--- src/rtl/dcls_error_manager_if.sv ---
// Register-window bus between the SoC control interconnect and the DCLS error manager.
// The master drives strobes, address and write data; the slave returns registered read data.
interface dcls_error_manager_if;
    logic        reg_wr_i;
    logic        reg_rd_i;
    logic [3:0]  reg_addr_i;
    logic [31:0] reg_wdata_i;
    logic [31:0] reg_rdata_o;

    modport master (
        output reg_wr_i,
        output reg_rd_i,
        output reg_addr_i,
        output reg_wdata_i,
        input  reg_rdata_o
    );

    modport slave (
        input  reg_wr_i,
        input  reg_rd_i,
        input  reg_addr_i,
        input  reg_wdata_i,
        output reg_rdata_o
    );
endinterface

--- src/rtl/dcls_error_manager.sv ---
// DCLS error manager: latches comparator error episodes into sticky status, counts them,
// raises an interrupt and sequences the comparator clear, by software ACK or auto core reset.
module dcls_error_manager #(
    parameter int ERR_CNT_W    = 16,
    parameter int RESET_CYCLES = 8
) (
    input  logic                 clk_i,
    input  logic                 rst_ni,
    input  logic                 dcls_comparator_error_0_i,
    input  logic                 dcls_comparator_error_1_i,
    input  logic [31:0]          dcls_comparator_error_vector_0_i,
    input  logic [31:0]          dcls_comparator_error_vector_1_i,
    output logic                 dcls_comparator_clear_0_o,
    output logic                 dcls_comparator_clear_1_o,
    output logic                 irq_o,
    output logic                 core_reset_req_o,
    dcls_error_manager_if.slave  reg_if
);
    typedef enum logic [1:0] {
        ST_IDLE    = 2'd0,
        ST_LATCHED = 2'd1,
        ST_RESET   = 2'd2,
        ST_CLEAR   = 2'd3
    } state_e;

    localparam logic [7:0] RST_LAST = 8'(RESET_CYCLES - 1);

    state_e                 state_q;
    logic [1:0]             clr_phase_q;
    logic [7:0]             rst_cnt_q;
    logic                   clear_q, core_reset_q, irq_q, irq_d;
    logic                   err0_q, err0_d, err1_q, err1_d, dis_q, dis_d;
    logic [31:0]            vector_q, vector_d;
    logic [ERR_CNT_W-1:0]   count_q, count_d, count_base_s;
    logic                   irq_en_q, irq_en_d, auto_q, auto_d;
    logic [31:0]            rdata_q, rdata_s;
    logic                   wr_count_s, wr_ctrl_s, ack_s, err_any_s, capture_s, accum_s;
    logic                   unused_s;

    assign unused_s = ^{dcls_comparator_error_vector_1_i, reg_if.reg_addr_i[1:0],
                        reg_if.reg_wdata_i[30:2]};

    assign wr_count_s = reg_if.reg_wr_i && (reg_if.reg_addr_i[3:2] == 2'd2);
    assign wr_ctrl_s  = reg_if.reg_wr_i && (reg_if.reg_addr_i[3:2] == 2'd3);
    assign ack_s      = wr_ctrl_s && reg_if.reg_wdata_i[31];
    assign err_any_s  = dcls_comparator_error_0_i | dcls_comparator_error_1_i;
    assign capture_s  = (state_q == ST_IDLE) && err_any_s;
    assign accum_s    = (state_q == ST_LATCHED);

    // Next-state of status, counter and control; new errors take priority over an ACK clear.
    always_comb begin
        err0_d = (ack_s ? 1'b0 : err0_q) | ((capture_s | accum_s) & dcls_comparator_error_0_i);
        err1_d = (ack_s ? 1'b0 : err1_q) | ((capture_s | accum_s) & dcls_comparator_error_1_i);
        dis_d  = (ack_s ? 1'b0 : dis_q)
               | (dcls_comparator_error_0_i ^ dcls_comparator_error_1_i);
        if (capture_s) begin
            vector_d = dcls_comparator_error_vector_0_i;
        end else if (accum_s) begin
            vector_d = (ack_s ? 32'd0 : vector_q) | dcls_comparator_error_vector_0_i;
        end else begin
            vector_d = ack_s ? 32'd0 : vector_q;
        end
        count_base_s = wr_count_s ? '0 : count_q;
        if (capture_s && (count_base_s != '1)) begin
            count_d = count_base_s + 1'b1;
        end else begin
            count_d = count_base_s;
        end
        irq_en_d = wr_ctrl_s ? reg_if.reg_wdata_i[0] : irq_en_q;
        auto_d   = wr_ctrl_s ? reg_if.reg_wdata_i[1] : auto_q;
        irq_d    = irq_en_d & (err0_d | err1_d | dis_d);
    end

    // Register status, counter, control and the interrupt output.
    always_ff @(posedge clk_i or negedge rst_ni) begin
        if (!rst_ni) begin
            err0_q   <= 1'b0;
            err1_q   <= 1'b0;
            dis_q    <= 1'b0;
            vector_q <= 32'd0;
            count_q  <= '0;
            irq_en_q <= 1'b0;
            auto_q   <= 1'b0;
            irq_q    <= 1'b0;
        end else begin
            err0_q   <= err0_d;
            err1_q   <= err1_d;
            dis_q    <= dis_d;
            vector_q <= vector_d;
            count_q  <= count_d;
            irq_en_q <= irq_en_d;
            auto_q   <= auto_d;
            irq_q    <= irq_d;
        end
    end

    // Episode FSM; CLEAR walks entry, clear pulse, then a settle cycle before IDLE.
    always_ff @(posedge clk_i or negedge rst_ni) begin
        if (!rst_ni) begin
            state_q      <= ST_IDLE;
            clr_phase_q  <= 2'd0;
            rst_cnt_q    <= 8'd0;
            clear_q      <= 1'b0;
            core_reset_q <= 1'b0;
        end else begin
            case (state_q)
                ST_IDLE: begin
                    if (err_any_s) begin
                        state_q <= ST_LATCHED;
                    end
                end
                ST_LATCHED: begin
                    if (auto_q) begin
                        state_q      <= ST_RESET;
                        core_reset_q <= 1'b1;
                        rst_cnt_q    <= RST_LAST;
                    end else if (ack_s) begin
                        state_q     <= ST_CLEAR;
                        clr_phase_q <= 2'd0;
                    end
                end
                ST_RESET: begin
                    if (rst_cnt_q == 8'd0) begin
                        core_reset_q <= 1'b0;
                        state_q      <= ST_CLEAR;
                        clr_phase_q  <= 2'd0;
                    end else begin
                        rst_cnt_q <= rst_cnt_q - 8'd1;
                    end
                end
                ST_CLEAR: begin
                    case (clr_phase_q)
                        2'd0: begin
                            clear_q     <= 1'b1;
                            clr_phase_q <= 2'd1;
                        end
                        2'd1: begin
                            clear_q     <= 1'b0;
                            clr_phase_q <= 2'd2;
                        end
                        default: begin
                            clear_q     <= 1'b0;
                            clr_phase_q <= 2'd0;
                            state_q     <= ST_IDLE;
                        end
                    endcase
                end
                default: begin
                    state_q      <= ST_IDLE;
                    clear_q      <= 1'b0;
                    core_reset_q <= 1'b0;
                end
            endcase
        end
    end

    // Read mux over the current (pre-write) register values.
    always_comb begin
        case (reg_if.reg_addr_i[3:2])
            2'd0:    rdata_s = {26'd0, state_q, 1'b0, dis_q, err1_q, err0_q};
            2'd1:    rdata_s = vector_q;
            2'd2:    rdata_s = 32'(count_q);
            2'd3:    rdata_s = {30'd0, auto_q, irq_en_q};
            default: rdata_s = 32'd0;
        endcase
    end

    // Read data register holds until the next read strobe.
    always_ff @(posedge clk_i or negedge rst_ni) begin
        if (!rst_ni) begin
            rdata_q <= 32'd0;
        end else if (reg_if.reg_rd_i) begin
            rdata_q <= rdata_s;
        end
    end

    assign reg_if.reg_rdata_o        = rdata_q;
    assign dcls_comparator_clear_0_o = clear_q;
    assign dcls_comparator_clear_1_o = clear_q;
    assign core_reset_req_o          = core_reset_q;
    assign irq_o                     = irq_q;
endmodule

--- src/flat_wrapper.sv ---
// flat-port wrapper written by rule: the top's interface ports become plain ports
module dcls_error_manager_flat 
#(
    parameter int ERR_CNT_W    = 16,
    parameter int RESET_CYCLES = 8
)
  (clk_i, rst_ni, dcls_comparator_error_0_i, dcls_comparator_error_1_i, dcls_comparator_error_vector_0_i, dcls_comparator_error_vector_1_i, dcls_comparator_clear_0_o, dcls_comparator_clear_1_o, irq_o, core_reset_req_o, reg_if_reg_wr_i, reg_if_reg_rd_i, reg_if_reg_addr_i, reg_if_reg_wdata_i, reg_if_reg_rdata_o);
  dcls_error_manager_if reg_if_i ();
  input  logic clk_i;
  input  logic rst_ni;
  input  logic dcls_comparator_error_0_i;
  input  logic dcls_comparator_error_1_i;
  input  logic [31:0] dcls_comparator_error_vector_0_i;
  input  logic [31:0] dcls_comparator_error_vector_1_i;
  output logic dcls_comparator_clear_0_o;
  output logic dcls_comparator_clear_1_o;
  output logic irq_o;
  output logic core_reset_req_o;
  input wire logic [$bits(reg_if_i.reg_wr_i)-1:0] reg_if_reg_wr_i;
  input wire logic [$bits(reg_if_i.reg_rd_i)-1:0] reg_if_reg_rd_i;
  input wire logic [$bits(reg_if_i.reg_addr_i)-1:0] reg_if_reg_addr_i;
  input wire logic [$bits(reg_if_i.reg_wdata_i)-1:0] reg_if_reg_wdata_i;
  output wire logic [$bits(reg_if_i.reg_rdata_o)-1:0] reg_if_reg_rdata_o;
  assign reg_if_i.reg_wr_i = reg_if_reg_wr_i;
  assign reg_if_i.reg_rd_i = reg_if_reg_rd_i;
  assign reg_if_i.reg_addr_i = reg_if_reg_addr_i;
  assign reg_if_i.reg_wdata_i = reg_if_reg_wdata_i;
  assign reg_if_reg_rdata_o = reg_if_i.reg_rdata_o;
  dcls_error_manager #(.ERR_CNT_W(ERR_CNT_W), .RESET_CYCLES(RESET_CYCLES)) u_core (.clk_i(clk_i), .rst_ni(rst_ni), .dcls_comparator_error_0_i(dcls_comparator_error_0_i), .dcls_comparator_error_1_i(dcls_comparator_error_1_i), .dcls_comparator_error_vector_0_i(dcls_comparator_error_vector_0_i), .dcls_comparator_error_vector_1_i(dcls_comparator_error_vector_1_i), .dcls_comparator_clear_0_o(dcls_comparator_clear_0_o), .dcls_comparator_clear_1_o(dcls_comparator_clear_1_o), .irq_o(irq_o), .core_reset_req_o(core_reset_req_o), .reg_if(reg_if_i));
endmodule
--- config.mk ---
export PLATFORM = sky130hd
export DESIGN_NAME = dcls_error_manager_flat
export DESIGN_NICKNAME = d
export VERILOG_FILES = /design/src/rtl/dcls_error_manager_if.sv /design/src/rtl/dcls_error_manager.sv /design/src/flat_wrapper.sv
export SDC_FILE = /design/constraint.sdc
export NUM_CORES = 1
export LEC_CHECK = 0
export ABC_AREA = 0
export CORE_MARGIN = 2
export CORE_UTILIZATION = 47
export DETAILED_ROUTE_END_ITERATION = 8
export GPL_TIMING_DRIVEN = 0
export PLACE_DENSITY = 0.9
export RECOVER_POWER = 50
export SLEW_MARGIN = 0
export SYNTH_ARGS = -nofsm -noshare
export SYNTH_HDL_FRONTEND = slang
export SYNTH_SLANG_ARGS = --single-unit
--- constraint.sdc ---
create_clock -name clk_i -period 2.4 [get_ports clk_i]
set_input_delay 0.48 -clock clk_i [delete_from_list [all_inputs] [get_ports clk_i]]
set_output_delay 0.48 -clock clk_i [all_outputs]
set_load 0.02 [all_outputs]
==> impl_results.md <==
* CP cell instances: clkdlybuf4s50_1 -> buf_6 -> nand3b_1 -> and2_1 -> ha_1 -> nand3_2 -> nor3_2 -> and2_2 -> nor2b_2 -> mux2_2
* CTS Buf Count at 9
* Clock Sinks at 100
* Hold_sp: u_core.clr_phase_q[1]$_DFFE_PN0P_
* Final setup fails at 0
* Setup TNS at 0 ns
* Peak supply drop at 0.0005204 V
* Crit path arrival time at 2.64 ns
* Post-Syn Instances at 422
* Die Ht at ~100 µm
* Synthesized area at 0.004523 mm²
* Final worst slack at roughly 0.034 ns
* Max-slew headroom at -0.1234
* Slowest Stage Delay on Critical Path at 0.50 ns
* Clk_skew at about 0.014 ns
* Routed wire length at 11280 µm
* P_leak at around 2.5 nW
* EDFF count, synth at 0
* Number of H-tree levels at 3
* Hold endpoint: u_core.clr_phase_q[1]$_DFFE_PN0P_
* Vias in the first global route at ~3700
* Maxcap violations at 1
* Die area at 0.01042 mm²
* Worst r2r dst: u_core.count_q[15]$_DFF_PN0_
* Design area at 0.005786 mm²
* Worst-margin pin slew at 1.685 ns
* Core Region at just over 0.009 mm²
* Initial Util at 0.4872
* DP Wirelength at 8010 µm
* RePlAce Congestion at 0.8986
* Site row count at 35
* Worst Path Class, Setup: in -> reg
* Clock latency on the worst-skew pair at about 0.38 ns
* Hold depth at 2
* Nets at approximately 630
* Area after DPL at around 0.0055 mm²
* Cell variety after synth at 47
* Violation count after the first detailed-route iteration at between 200 and 300
* Post-route DRC at 0
* I/O Buffers at 77
* Pwr Density at 955.8 mW/mm²
* Number of placed instances, taps included at 629
* Routed WL per cell at 17.28 µm
* Via density at 5.761
* Diodes inserted at 0
* Final hold vios at 0
* Reg2Reg Setup Slack at roughly 0.04 ns
* Post-route ant nets at 0
* Syn Area/Cell at 10.72 µm²
* Fmax at 422.7 MHz
* Final min period at between 2 and 2.5 ns
* Syn_nets at 536
* Initial antenna violation count at 0
* Layout area overhead at 27.91%
* Grt total ovfl at 0
* Post-Place Setup Slack at -0.7791 ns
* Critical Path Source Type: input pin
* Most common cell after layout, fill and taps aside: dfrtp_1
* #FFs+latches synth at 100
* Hold/Removal Path Class: reg -> reg
* Failing checks: max-capacitance violations, max-slew violations
* Syn. warnings at 0
* Number of placed I/O pins at 142
* Worst-path fanout max at 10
* Clock buffer depth at 2
* Largest net degree at the start of global routing at 71
* FF-to-FF path depth at 6
* Vias at 3762
* CTS Root Cell: clkbuf_8
* Total Power at between 5 and 6 mW
* CP max-delay cell: clkdlybuf4s50_1
* Worst endpoint required time at 2.68 ns
* Register area share after synthesis at 0.5533
* Hold_ws at just under 0.5 ns
* Top_reg_cell synth: dfrtp_1
* Die X at between 100 and 150 µm
* Worst-path clk slew at 0.11 ns
* First-pass GRT wire length at 18060 µm
* Reg2reg start: u_core.state_q[0]$_DFFE_PN0P_
* GR Util All Layers at 0.2243
* Pins Over Slew Limit at 31
* Share of cells above drive strength 1 at 0.1088
* Non-filler cells, final at 653
* Fin util at 0.6232
* Ys async rst share at 1.000
* Fin crit share at 0.9858
* TritonCTS clock tree: done
* Commonest non-fill, non-tap cells in the layout: 100 x dfrtp_1, 74 x clkdlybuf4s50_1, 38 x a22o_1
* CP Capture Type: flop
* 1st-pass router iterations at 5
* CTS Hold Buffers Added at 0
* Status: complete, but fails checks
## worst max-delay path by stage
stage | cells past startpoint | slack, ns | from | to
2_1_floorplan | 9 | 0.001 | reg_if_reg_addr_i[2] | u_core.count_q[1]$_DFF_PN0_
3_3_place_gp | 1 | -2.66 | rst_ni | u_core.rst_cnt_q[7]$_DFFE_PN0P_
3_5_place_dp | 10 | -0.78 | reg_if_reg_addr_i[3] | u_core.count_q[1]$_DFF_PN0_
4_1_cts | 11 | 0.009 | reg_if_reg_addr_i[2] | u_core.count_q[8]$_DFF_PN0_
5_1_grt | 11 | -0.07 | reg_if_reg_addr_i[2] | u_core.count_q[10]$_DFF_PN0_
6_report | 10 | 0.03 | reg_if_reg_addr_i[3] | u_core.count_q[1]$_DFF_PN0_
## synthesized netlist by cell type, types with 2 or more instances
| library cell | number | area (µm²) |
|---|---|---|
| nor2_1 | 34 | 127.6 |
| a22oi_1 | 12 | 90.09 |
| or3_1 | 3 | 18.77 |
| ha_1 | 8 | 100.1 |
| buf_1 | 2 | 7.510 |
| mux2i_1 | 5 | 50.05 |
| a31oi_1 | 2 | 12.51 |
| inv_1 | 26 | 97.59 |
| nand2b_1 | 4 | 25.02 |
| o21ai_0 | 22 | 110.1 |
| o31ai_1 | 4 | 30.03 |
| mux4_2 | 2 | 45.04 |
| nor2b_1 | 5 | 31.28 |
| buf_2 | 3 | 15.01 |
| clkbuf_1 | 19 | 71.32 |
| and2_1 | 4 | 25.02 |
| nand3_1 | 26 | 130.1 |
| a21oi_1 | 25 | 125.1 |
| xnor2_1 | 10 | 87.58 |
| nand4_1 | 5 | 31.28 |
| mux2_2 | 7 | 78.83 |
| a22o_1 | 38 | 332.8 |
| xor2_1 | 2 | 17.52 |
| a211oi_1 | 2 | 15.01 |
| nor3_1 | 9 | 45.04 |
| dfrtp_1 | 100 | 2502 |
| nand3b_1 | 3 | 22.52 |
| nand2_1 | 18 | 67.56 |
| a21o_1 | 2 | 15.01 |
| nor4_1 | 3 | 18.77 |
## repair_timing
item	4_1_cts	5_1_grt
endpoints found under the hold margin	0	0
gates resized for setup	10	12
endpoints found under the setup margin	15	43
pin swaps	1	1
setup buffers	4	4
gates cloned	0	0
## power breakdown
group	internal, mW	total, mW	leakage [nW]	switching (mW)
combinational	0.943	1.99	1.15	1.05
sequential	2.16	2.49	1.23	0.329
clock	0.405	1.05	0.0972	0.641
total	3.51	5.53	2.48	2.02
## cells by family after synthesis
group,Yosys count,share of synthesized area
AOI/OAI and AO/OA,113,0.1732
DFF,100,0.5533
xor gates and xnor gates,12,0.02324
adders and majority gates,8,0.02213
buffers and inverters,51,0.04398
muxes,14,0.03845
and+or+nand+nor,124,0.1458
## routing by layer
metal  routed length [µm]  up-vias  share of wire  GRT usage
met4                  231        0          0.020    0.08000
met1                 4628     1880           0.41     0.2868
met5                    0        -              0          0
met3                  634       18          0.056    0.05130
li1                     -     1711              -          -
met2                 5790      153           0.51     0.3770
## critical path: cells and delay by family
| family | cells | cell delay (ns) |
|---|---|---|
| buffers and inverters | 2 | 0.67 |
| multiplexers | 1 | 0.34 |
| adder cells (fa/ha/maj) | 1 | 0.23 |
| AND/OR/NAND/NOR | 6 | 0.92 |
## area by class of cell
class,instances,area (µm²)
Fill cell,718,3498
Sequential cell,100,2502
Multi-Input combinational cell,271,1859
Timing Repair Buffer,86,849.6
Tap cell,129,161.4
Clock buffer,9,123.9
Buffer,25,117.6
Inverter,26,97.59
Clock inverter,7,73.82
## sequential cells by signal (all words and copies together) (netlist names)
| signal | count |
|---|---|
| u_core.reg_if.reg_rdata_o | 32 |
| u_core.vector_q | 32 |
| u_core.count_q | 16 |
| u_core.rst_cnt_q | 8 |
| u_core.clr_phase_q | 2 |
| u_core.state_q | 2 |
| u_core.auto_q | 1 |
| u_core.core_reset_req_o | 1 |
| u_core.dcls_comparator_clear_0_o | 1 |
| u_core.dis_q | 1 |
| u_core.err0_q | 1 |
| u_core.err1_q | 1 |
| u_core.irq_en_q | 1 |
| u_core.irq_o | 1 |
No activity file was read; power rests on OpenSTA's default activity.
